==> src/rtl/mem_arbiter_pkg.sv <==
// Shared types for the two-requester memory arbiter.
// States, requester ids and the latched operation kind.
package mem_arbiter_pkg;

    typedef enum logic [1:0] {
        IDLE,
        BUSY,
        DONE
    } state_t;

    localparam logic REQ_ICACHE = 1'b0;
    localparam logic REQ_DCACHE = 1'b1;

    typedef enum logic {
        OP_READ,
        OP_WRITE
    } op_t;

endpackage

==> src/rtl/rr_pick2.sv <==
// Two-way round-robin selector: a lone requester wins outright,
// a tie goes to whichever requester was not granted last.
module rr_pick2
    import mem_arbiter_pkg::*;
(
    input  logic [1:0] req,
    input  logic       last_grant,
    output logic       gnt_valid,
    output logic       gnt_id
);

    always_comb begin
        gnt_valid = |req;
        gnt_id    = REQ_ICACHE;
        unique case (req)
            2'b01:   gnt_id = REQ_ICACHE;
            2'b10:   gnt_id = REQ_DCACHE;
            2'b11:   gnt_id = ~last_grant;
            default: gnt_id = REQ_ICACHE;
        endcase
    end

endmodule

==> src/rtl/mem_arbiter.sv <==
// Shares one memory port between icache (0) and dcache (1): one latched
// transaction at a time, round-robin on ties, watchdog abort on no ack.
module mem_arbiter
    import mem_arbiter_pkg::*;
#(
    parameter int ADDR_WIDTH     = 32,
    parameter int DATA_WIDTH     = 32,
    parameter int TIMEOUT_CYCLES = 255
) (
    input  logic                  clk,
    input  logic                  reset,
    input  logic                  r0_read_enable,
    input  logic                  r0_write_enable,
    input  logic [ADDR_WIDTH-1:0] r0_address,
    input  logic [DATA_WIDTH-1:0] r0_write_value,
    output logic [DATA_WIDTH-1:0] r0_read_value,
    output logic                  r0_valid,
    input  logic                  r1_read_enable,
    input  logic                  r1_write_enable,
    input  logic [ADDR_WIDTH-1:0] r1_address,
    input  logic [DATA_WIDTH-1:0] r1_write_value,
    output logic [DATA_WIDTH-1:0] r1_read_value,
    output logic                  r1_valid,
    output logic                  mem_read_enable,
    output logic                  mem_write_enable,
    output logic [ADDR_WIDTH-1:0] mem_address,
    output logic [DATA_WIDTH-1:0] mem_write_value,
    input  logic [DATA_WIDTH-1:0] mem_read_value,
    input  logic                  mem_valid,
    output logic                  timeout_err
);

    localparam int CW = (TIMEOUT_CYCLES > 0) ? $clog2(TIMEOUT_CYCLES + 1) : 1;

    state_t                state;
    op_t                   op;
    logic                  id;
    logic                  last_grant;
    logic [CW-1:0]         wd_cnt;
    logic [CW-1:0]         wd_next;
    logic [DATA_WIDTH-1:0] rdata;
    logic [1:0]            req;
    logic                  gnt_valid;
    logic                  gnt_id;
    logic                  wr_sel;
    logic                  abort;

    assign req = {r1_read_enable | r1_write_enable,
                  r0_read_enable | r0_write_enable};

    // Write takes priority when a requester raises both enables.
    assign wr_sel = gnt_id ? r1_write_enable : r0_write_enable;

    assign wd_next = (wd_cnt == '1) ? wd_cnt : wd_cnt + CW'(1);
    assign abort   = (TIMEOUT_CYCLES != 0) && (wd_next == CW'(TIMEOUT_CYCLES));

    assign r0_read_value = rdata;
    assign r1_read_value = rdata;

    rr_pick2 u_pick (
        .req        (req),
        .last_grant (last_grant),
        .gnt_valid  (gnt_valid),
        .gnt_id     (gnt_id)
    );

    always_ff @(posedge clk) begin
        if (reset) begin
            state            <= IDLE;
            op               <= OP_READ;
            id               <= REQ_ICACHE;
            last_grant       <= REQ_DCACHE;
            wd_cnt           <= '0;
            rdata            <= '0;
            mem_read_enable  <= 1'b0;
            mem_write_enable <= 1'b0;
            mem_address      <= '0;
            mem_write_value  <= '0;
            r0_valid         <= 1'b0;
            r1_valid         <= 1'b0;
            timeout_err      <= 1'b0;
        end else begin
            unique case (state)
                IDLE: begin
                    if (gnt_valid) begin
                        id <= gnt_id;
                        if (req == 2'b11)
                            last_grant <= gnt_id;
                        op               <= wr_sel ? OP_WRITE : OP_READ;
                        mem_address      <= gnt_id ? r1_address : r0_address;
                        mem_write_value  <= gnt_id ? r1_write_value
                                                   : r0_write_value;
                        mem_write_enable <= wr_sel;
                        mem_read_enable  <= ~wr_sel;
                        wd_cnt           <= '0;
                        state            <= BUSY;
                    end
                end
                BUSY: begin
                    // An ack in the watchdog's last cycle still completes normally.
                    if (mem_valid || abort) begin
                        mem_read_enable  <= 1'b0;
                        mem_write_enable <= 1'b0;
                        rdata            <= (mem_valid && op == OP_READ)
                                            ? mem_read_value : '0;
                        timeout_err      <= ~mem_valid;
                        r0_valid         <= (id == REQ_ICACHE);
                        r1_valid         <= (id == REQ_DCACHE);
                        state            <= DONE;
                    end else begin
                        wd_cnt <= wd_next;
                    end
                end
                DONE: begin
                    r0_valid    <= 1'b0;
                    r1_valid    <= 1'b0;
                    timeout_err <= 1'b0;
                    state       <= IDLE;
                end
                default: state <= IDLE;
            endcase
        end
    end

endmodule

==> config.mk <==
export PLATFORM = sky130hd
export DESIGN_NAME = mem_arbiter
export DESIGN_NICKNAME = d
export VERILOG_FILES = /design/src/rtl/mem_arbiter_pkg.sv /design/src/rtl/rr_pick2.sv /design/src/rtl/mem_arbiter.sv
export SDC_FILE = /design/constraint.sdc
export NUM_CORES = 1
export LEC_CHECK = 0
export ABC_CLOCK_PERIOD_IN_PS = 3100
export CAP_MARGIN = 5
export CORE_AREA = 2 2 118 120
export CTS_CLUSTER_DIAMETER = 100
export DETAILED_ROUTE_END_ITERATION = 10
export DIE_AREA = 0 0 120 122
export DONT_BUFFER_PORTS = 1
export GPL_TIMING_DRIVEN = 1
export HOLD_SLACK_MARGIN = 0.06
export SLEW_MARGIN = 20
export SYNTH_ARGS = -nofsm -noshare
export SYNTH_HDL_FRONTEND = slang
export SYNTH_SLANG_ARGS = --single-unit
==> constraint.sdc <==
create_clock -name clk -period 3.1 [get_ports clk]
set_input_delay 0.31 -clock clk [delete_from_list [all_inputs] [get_ports clk]]
set_output_delay 0.31 -clock clk [all_outputs]
set_load 0.01 [all_outputs]
==> reports/results.tsv, run 1 <==
metric	value	unit
largest net degree at the start of global routing	113	
HP Class	in -> reg	
Core Rows	43	
TritonCTS clock tree	yes	
Netlist cell types	41	
gpl congestion	0.8845	
Critical Path Fanout Max	10	
Residual DRC	0	
crit share post-route	90.05	%
synthesized cell area	5019	µm²
Die Wd	120	µm
IO Port Bufs	0	
CORE AREA	13500	µm²
Area Growth Syn to Fin	15.91	%
TritonCTS buffer count	17	
Post-Route WL	13.16	mm
first-pass GRT wire length	19.89	mm
Max Freq	358.2	MHz
syn_nets	693	
required time of the critical path	3.43	ns
CP endpoint kind	register	
number of synthesized register bits	114	
top cells by area, synth	dfxtp_1 (45%), mux2i_1 (13%), a211oi_1 (9.9%), a22o_1 (5.9%), nor2_1 (5.8%)	
crit start category	register	
n_diodes	0	
largest area contributor in the netlist	dfxtp_1	
WL per Instance	18.72	µm
1st-pass router iterations	5	
fin nets	679	
Worst-Skew Late Latency	0.41	ns
vias post-DR	3895	
leakage power	2.184	nW
RSZ-0062 raised after global routing	no	
Pwr Total	0.004107	W
die height	122	µm
maximum vdd drop	307.2	µV
Multi-input gate area	2321	µm²
Setup CP Type	reg -> reg	
Fin. Hold Viols	0	
total die area	14640	µm²
overflow left after global routing	0	
Max Cap Viol	0	
Final ANT Viol Nets	0	
vias in the first global route	3797	
H-tree depth	4	
CTS resizes	0	
Storage cell area	2282	µm²
Vias/cell	5.541	
All-Layer GR Usage	17.41	%
PwrDens	706.0	nW/µm²
Final min period	2.792	ns
CTS root buf	clkbuf_16	
WL met2	6.264	mm
filler instances	1325	
Initial Utilization	37.16	%
synthesized area per cell	9.559	µm²
Ports	300	
Syn Inst Count	525	
initial antenna violation count	0	
met1 wire length	5.182	mm
Final Util	43.07	%
worst slew pin tran	0.5791	ns
top layer in use	met4	
Reg clk slew, reported paths	0.06	ns
crit path DAT	3.12	ns
post-synthesis sequential area ratio	45.47	%
Ys Warns	0	
setup TNS	0	ns
status	completed	
1st-iter DRT viols	177	
Synth top area share	45.47	%
placed cell areas	4913	µm²
clk sinks	114	
Clock Tree Buf Depth	2	
final setup fails	0	
slew margin rel.	60.99	%
met3 wire length	1.483	mm
post-route cell area	5817	µm²
DP HPWL	9.229	mm
clk_skew	0.01075	ns
max-slew violations	0	
share of cells above drive strength 1	8.222	%
-- cells in the mapped netlist --
| cell type | n |
|---|---|
| nand4_1 | 1 |
| o22a_1 | 1 |
| nor3_1 | 7 |
| and2b_1 | 1 |
| clkbuf_1 | 28 |
| a22o_1 | 34 |
| a211oi_1 | 66 |
| xnor2_1 | 1 |
| o32ai_1 | 1 |
| buf_1 | 2 |
| o21ai_0 | 10 |
| ha_1 | 1 |
| buf_4 | 33 |
| or4_4 | 1 |
| and3_1 | 1 |
| inv_1 | 4 |
| nor2b_1 | 1 |
| mux2i_1 | 66 |
| nand2b_1 | 9 |
| nor4_1 | 3 |
| a211o_1 | 3 |
| clkbuf_2 | 1 |
| or4_1 | 2 |
| a221oi_1 | 1 |
| o21ai_2 | 1 |
| o31ai_1 | 3 |
| and4_1 | 1 |
| buf_2 | 6 |
| nor2_1 | 78 |
| nand3_1 | 5 |
| dfxtp_1 | 114 |
| a2111oi_0 | 1 |
| nand3b_1 | 2 |
| a21oi_2 | 1 |
| a21oi_1 | 9 |
| nand2_1 | 13 |
| a22oi_1 | 1 |
| o22ai_1 | 3 |
| a311o_1 | 1 |
| buf_6 | 3 |
| a31oi_1 | 5 |
-- sequential cells by signal (all words and copies together) (netlist names) --
register,count
state,2
mem_read_enable,1
wd_cnt,8
timeout_err,1
mem_address,32
id,1
mem_write_value,32
r1_valid,1
r0_valid,1
mem_write_enable,1
r0_read_value,32
last_grant,1
op,1
-- per-layer routing --
layer  track usage (%)  up-vias
met5                 0        -
met4             9.485        0
met3             8.146       11
met2             27.63      230
met1             19.37     1772
li1                  -     1882
-- layout by cell type (no fill, tap or decap), types with 3 or more instances in the layout --
cell,n
a21oi_1,8
dlygate4sd3_1,33
o22ai_1,3
a211o_1,3
a22o_1,34
dfxtp_1,114
nand2b_1,9
a31oi_1,5
nor2_1,78
mux2i_1,66
a211oi_1,65
clkinv_2,7
nand2_1,13
inv_1,4
buf_4,4
nor3_1,6
clkbuf_16,17
o31ai_1,3
nand3_1,5
nor4_1,3
o21ai_0,10
-- cell type report --
cell class                 instances  area share (%)
clock buffer                      20           7.851
clock inverter                    11           1.527
inverter                           4          0.2581
multi-input combinational        334           39.90
sequential                       114           39.23
tap                              180           3.872
timing repair buffer              40           7.356
-- where the power goes --
group | total, W | switching, W | internal, W
registers | 0.00180 | 0.000192 | 0.00161
clock network | 0.00178 | 0.000651 | 0.00113
logic | 0.000526 | 0.000285 | 0.000241
total | 0.00411 | 0.00113 | 0.00298
-- per-stage QoR --
stage	setup WS, ns	hold slack, ns	instances
2_1_floorplan	0.6785	0.4154	525
3_3_place_gp	0.4694	0.3907	638
3_5_place_dp	0.3735	0.3916	638
4_1_cts	0.3468	0.07442	703
5_1_grt	0.1134	0.1046	703
6_report	0.3084	0.1082	703
-- worst paths after layout --
path                   from         to  slack (ns)  depth (start not counted)
hold reg to reg          id         id        0.50                          2
hold / removal        reset  wd_cnt[6]        0.11                          2
setup reg to reg  wd_cnt[0]  wd_cnt[0]        0.31                          7
setup / recovery  wd_cnt[0]  wd_cnt[0]        0.31                          7
-- worst max-delay path: stages, from the launching register on --
cell	delay (ns)
dfxtp_1	0.44
ha_1	0.40
mux2i_1	0.12
a311o_1	0.35
or4_4	0.53
o21ai_0	0.50
a22oi_1	0.18
o21ai_0	0.19
-- timing repair --
action                                 CTS  global route
setup buffers                            0             0
setup endpoints to repair                0             0
hold buffers                            34             0
endpoints found under the hold margin  104             0
-- logic make-up (layout without fill, tap and decap cells) --
kind of cell	after synthesis	in the layout	share of synthesized area [%]
mux	66	66	13.16
compound gates	141	141	21.07
buf+inv	77	75	8.851
xor+xnor	1	1	0.1746
flops	114	114	45.47
simple gates	125	125	11.02
fa+ha+maj	1	1	0.2493
No activity file was read; power rests on OpenSTA's default activity.
==> run 2, diff against run 1 <==
==> constraint.sdc (replaced) <==
create_clock -name clk -period 3.1 [get_ports clk]
set_input_delay 0.62 -clock clk [delete_from_list [all_inputs] [get_ports clk]]
set_output_delay 0.62 -clock clk [all_outputs]
set_load 0.01 [all_outputs]
==> reports/results.tsv, run 2 (synthesis gave the netlist of run 1 again) <==
metric	value	unit	change
status	completed		
HP Class	in -> reg		
hold depth	1		-1
dominant delay contributor by cell family on the critical path	compound AO/OA/AOI/OAI gates		
Final ANT Viol Nets	0		unchanged
IO Port Bufs	0		unchanged
Worst-Skew Late Latency	0.41	ns	about the same
Die Wd	120	µm	unchanged
Vias/cell	5.638		+1.8%
clk sinks	114		unchanged
most frequent cells in the layout	dfxtp_1 (114), nor2_1 (78), mux2i_1 (66), a211oi_1 (65), a22o_1 (34)		
Max Freq	359.5	MHz	+0.36%
Worst R2R End	r0_read_value[14]		
initial antenna violation count	0		unchanged
worst hold endpoint	op		
Critical path buffers and inverters	1		+1
CP Cell Sequence	ha_1, mux2i_1, a311o_1, or4_4, o21ai_2, a21oi_2, buf_4, a22o_1		
slew margin rel.	61.15	%	+0.17 points
Reg2Reg Depth	8		+1
switching share of power	25.97	%	-1.5 points
first-pass GRT wire length	18.66	mm	-6.2%
Setup CP Type	reg -> reg		
filler instances	1342		+1.3%
share of cells above drive strength 1	8.041	%	-0.18 points
setup TNS	0	ns	unchanged
CTS resizes	0		unchanged
RSZ-0062 raised after global routing	no		
worst slew pin tran	0.5827	ns	+0.003629 ns
Reg clk slew, reported paths	0.05	ns	about the same
1st-iter DRT viols	142		-20%
Core Rows	43		unchanged
max-slew violations	0		unchanged
final setup fails	0		unchanged
Initial Utilization	37.16	%	unchanged
vias in the first global route	3573		-5.9%
crit start category	register		
final cell count without fillers	665		-5.4%
Ports	300		unchanged
All-Layer GR Usage	16.51	%	-0.89 points
total die area	14640	µm²	unchanged
Worst R2R Setup Slack	0.32	ns	about the same
Reg-to-Reg Start	wd_cnt[0]		
Residual DRC	0		unchanged
fin nets	644		-5.2%
maximum vdd drop	380.0	µV	+24%
overflow left after global routing	0		unchanged
vias post-DR	3749		-3.7%
combinational power share	11.3	%	-1.5 points
DP HPWL	9.049	mm	-1.9%
PwrDens	759.8	nW/µm²	+7.6%
clk_skew	0.01232	ns	+0.001565 ns
largest net degree at the start of global routing	86		-24%
Critical Path Fanout Max	32		+22
die height	122	µm	unchanged
gpl congestion	0.8583		-3.0%
TritonCTS buffer count	17		unchanged
leakage power	2.047	nW	-6.3%
Crit-path slowest cell	or4_4		
internal power	0.003083	W	+3.5%
WL per Instance	19.41	µm	+3.7%
Area Growth Syn to Fin	9.200	%	
Max Cap Viol	0		unchanged
Final min period	2.782	ns	-0.01005 ns
Sw Pwr	0.001081	W	-4.1%
crit path DAT	3.07	ns	-0.05 ns
TritonCTS clock tree	yes		
Fin. Hold Viols	0		unchanged
hold_sp	reset		
Crit path largest cell delay	0.53	ns	about the same
H-tree depth	4		unchanged
CORE AREA	13500	µm²	unchanged
share of total power in sequential cells	43.3	%	-0.6 points
Clock Tree Buf Depth	2		unchanged
required time of the critical path	3.38	ns	-0.05 ns
commonest non-fill, non-tap cell in the layout	dfxtp_1		
1st-pass router iterations	4		-1
CTS root buf	clkbuf_16		
Post-Route WL	12.91	mm	-1.9%
number of hold buffers added after cts	0		-100%
n_diodes	0		unchanged
Cells after DPL	637		-0.16%
setup bufs post-CTS	0		unchanged
CP endpoint kind	register		
clock network fraction of total power	45.4	%	+2.1 points
crit share post-route	89.73	%	-0.32 points
[run 2: final cells by class]
cell class	instances	area [µm²]	share of cell area (%)
multi-input combinational	334	2321	42.35
sequential	114	2282	41.64
clock buffer	22	494.2	9.018
tap	180	225.2	4.110
clock inverter	6	80.08	1.461
timing repair buffer	5	62.56	1.142
inverter	4	15.01	0.2740
[run 2: how the worst max path moves through the flow]
stage                         start                 to  slack (ns)  depth (start not counted)
final                     wd_cnt[0]  r0_read_value[14]        0.32                          8
after global routing      wd_cnt[0]  r0_read_value[18]        0.17                          8
after CTS                 wd_cnt[0]  r0_read_value[14]        0.35                          8
after detailed placement  wd_cnt[0]  r0_read_value[14]        0.38                          8
after global placement    wd_cnt[0]  r0_read_value[17]        0.48                          8
after floorplan           wd_cnt[0]  r0_read_value[10]        0.68                          9
[run 2: power groups by stage]
| stage | combinational, W | sequential [W] | clock, W |
|---|---|---|---|
| after CTS | 0.000476 | 0.00180 | 0.00194 |
| after detailed placement | 0.000474 | 0.00183 | 0 |
| after floorplan | 0.000454 | 0.00178 | 0 |
| after global placement | 0.000453 | 0.00183 | 0 |
| final | 0.000472 | 0.00180 | 0.00189 |
| after global routing | 0.000528 | 0.00182 | 0.00201 |
[run 2: metal layers]
layer | global-route usage, % | wire length (µm)
met5 | 0 | 0
met4 | 8.971 | 274
met3 | 8.240 | 1510
met2 | 27.49 | 6218
met1 | 17.03 | 4907
[run 2: stage by stage]
stage / hold slack (ns) / cell area (µm²) / setup WS (ns) / power, W / util, %
floorplan: 0.4370 / 5019 / 0.6785 / 0.002230 / -
global placement: 0.4499 / 4906 / 0.4782 / 0.002285 / 36.33
detailed placement: 0.4685 / 4906 / 0.3781 / 0.002307 / 36.33
CTS: 0.2572 / 5480 / 0.3490 / 0.004220 / 40.58
global route: 0.2686 / 5480 / 0.1705 / 0.004356 / 40.58
finish: 0.2969 / 5480 / 0.3185 / 0.004164 / 40.58
==> run 3, diff against run 2 <==
CTS_BUF_LIST = sky130_fd_sc_hd__clkbuf_4 sky130_fd_sc_hd__clkbuf_8   (was unset)
==> reports/results.tsv, run 3 (synthesis gave the netlist of run 1 again) <==
metric	value	unit	change
status	completed		
most frequent cells in the layout	dfxtp_1 (114), nor2_1 (78), mux2i_1 (66), a211oi_1 (65), a22o_1 (34)		
share of cells above drive strength 1	8.041	%	unchanged
clk_skew	0.01295	ns	+0.0006375 ns
DP HPWL	9.049	mm	unchanged
Ports	300		unchanged
filler instances	1358		+1.2%
max-slew violations	0		unchanged
Setup CP Type	reg -> reg		
die height	122	µm	unchanged
clk sinks	114		unchanged
final setup fails	0		unchanged
Reg clk slew, reported paths	0.07	ns	+0.02 ns
total die area	14640	µm²	unchanged
CP Cell Sequence	ha_1, mux2i_1, a311o_1, or4_4, o21ai_2, a21oi_2, buf_4, a22o_1		
vias in the first global route	3563		-0.28%
Max Freq	358.5	MHz	-0.27%
largest net degree at the start of global routing	86		unchanged
Crit-path slowest cell	or4_4		
Residual DRC	0		unchanged
TritonCTS clock tree	yes		
dominant delay contributor by cell family on the critical path	compound AO/OA/AOI/OAI gates		
PwrDens	686.9	nW/µm²	-9.6%
Clock Tree Buf Depth	2		unchanged
vias post-DR	3759		+0.27%
maximum vdd drop	294.0	µV	-23%
Final ANT Viol Nets	0		unchanged
Fin. Hold Viols	0		unchanged
Vias/cell	5.653		+0.27%
Area Growth Syn to Fin	5.385	%	
commonest non-fill, non-tap cell in the layout	dfxtp_1		
Multi-input gate area	2321	µm²	unchanged
Storage cell area	2282	µm²	unchanged
gpl congestion	0.8583		unchanged
leakage power	1.959	nW	-4.3%
IO Port Bufs	0		unchanged
worst slew pin tran	0.5787	ns	-0.004004 ns
crit start category	register		
Final min period	2.789	ns	+0.007557 ns
overflow left after global routing	0		unchanged
Critical Path Fanout Max	32		unchanged
Max Cap Viol	0		unchanged
Core Rows	43		unchanged
Cells after DPL	637		unchanged
CTS resizes	0		unchanged
Post-Place Worst Slack	0.3781	ns	unchanged
slew margin rel.	61.42	%	+0.27 points
fin nets	644		unchanged
Post-Route WL	12.87	mm	-0.32%
Worst-Skew Late Latency	0.43	ns	+0.02 ns
1st-pass router iterations	4		unchanged
crit path DAT	3.09	ns	+0.02 ns
Initial Utilization	37.16	%	unchanged
number of hold buffers added after cts	0		unchanged
fin worst setup slack	0.3109	ns	-0.007557 ns
HP Class	in -> reg		
required time of the critical path	3.40	ns	+0.02 ns
TritonCTS buffer count	17		unchanged
CP endpoint kind	register		
setup TNS	0	ns	unchanged
Die Wd	120	µm	unchanged
RSZ-0062 raised after global routing	no		
initial antenna violation count	0		unchanged
All-Layer GR Usage	16.39	%	-0.12 points
Crit path largest cell delay	0.53	ns	about the same
crit share post-route	89.97	%	+0.24 points
Critical path buffers and inverters	1		unchanged
1st-iter DRT viols	133		-6.3%
WL per Instance	19.35	µm	-0.32%
H-tree depth	4		unchanged
first-pass GRT wire length	18.51	mm	-0.81%
n_diodes	0		unchanged
CORE AREA	13500	µm²	unchanged
CTS root buf	clkbuf_8		
setup bufs post-CTS	0		unchanged
final cell count without fillers	665		unchanged
==> run 3: power breakdown <==
group          switching, W  internal (W)
clock              0.000563      0.000798
sequential         0.000190       0.00161
combinational      0.000265      0.000208
==> run 3: final cells by class <==
type | count | share of cell area [%]
repair buffers | 5 | 1.183
inverters | 4 | 0.2839
clock buffers | 22 | 5.725
flip-flops and latches | 114 | 43.15
clock inverters | 6 | 1.514
multi-input cells | 334 | 43.88
well taps | 180 | 4.258
==> run 3: stage by stage <==
| stage | total power (W) | util [%] | cell area (µm²) | hold WS, ns |
|---|---|---|---|---|
| 3_3_place_gp | 0.002285 | 36.33 | 4906 | 0.4499 |
| 2_1_floorplan | 0.002230 | - | 5019 | 0.4370 |
| 5_1_grt | 0.003817 | 39.16 | 5289 | 0.2341 |
| 4_1_cts | 0.003684 | 39.16 | 5289 | 0.2246 |
| 3_5_place_dp | 0.002307 | 36.33 | 4906 | 0.4685 |
| 6_report | 0.003633 | 39.16 | 5289 | 0.2765 |
==> run 3: worst paths after layout <==
kind | from | end | slack [ns] | depth (start not counted)
setup / recovery | wd_cnt[0] | r0_read_value[16] | 0.31 | 8
hold / removal | reset | op | 0.28 | 1
setup reg to reg | wd_cnt[0] | r0_read_value[16] | 0.31 | 8
hold reg to reg | id | id | 0.49 | 2
==> run 3: layer usage <==
| metal | up-vias | part of all wire [%] | GRT usage [%] |
|---|---|---|---|
| li1 | 1798 | - | - |
| met1 | 1713 | 38 | 16.88 |
| met2 | 231 | 48 | 27.24 |
| met3 | 17 | 12 | 8.099 |
| met4 | 0 | 2.2 | 9.191 |
| met5 | - | 0 | 0 |
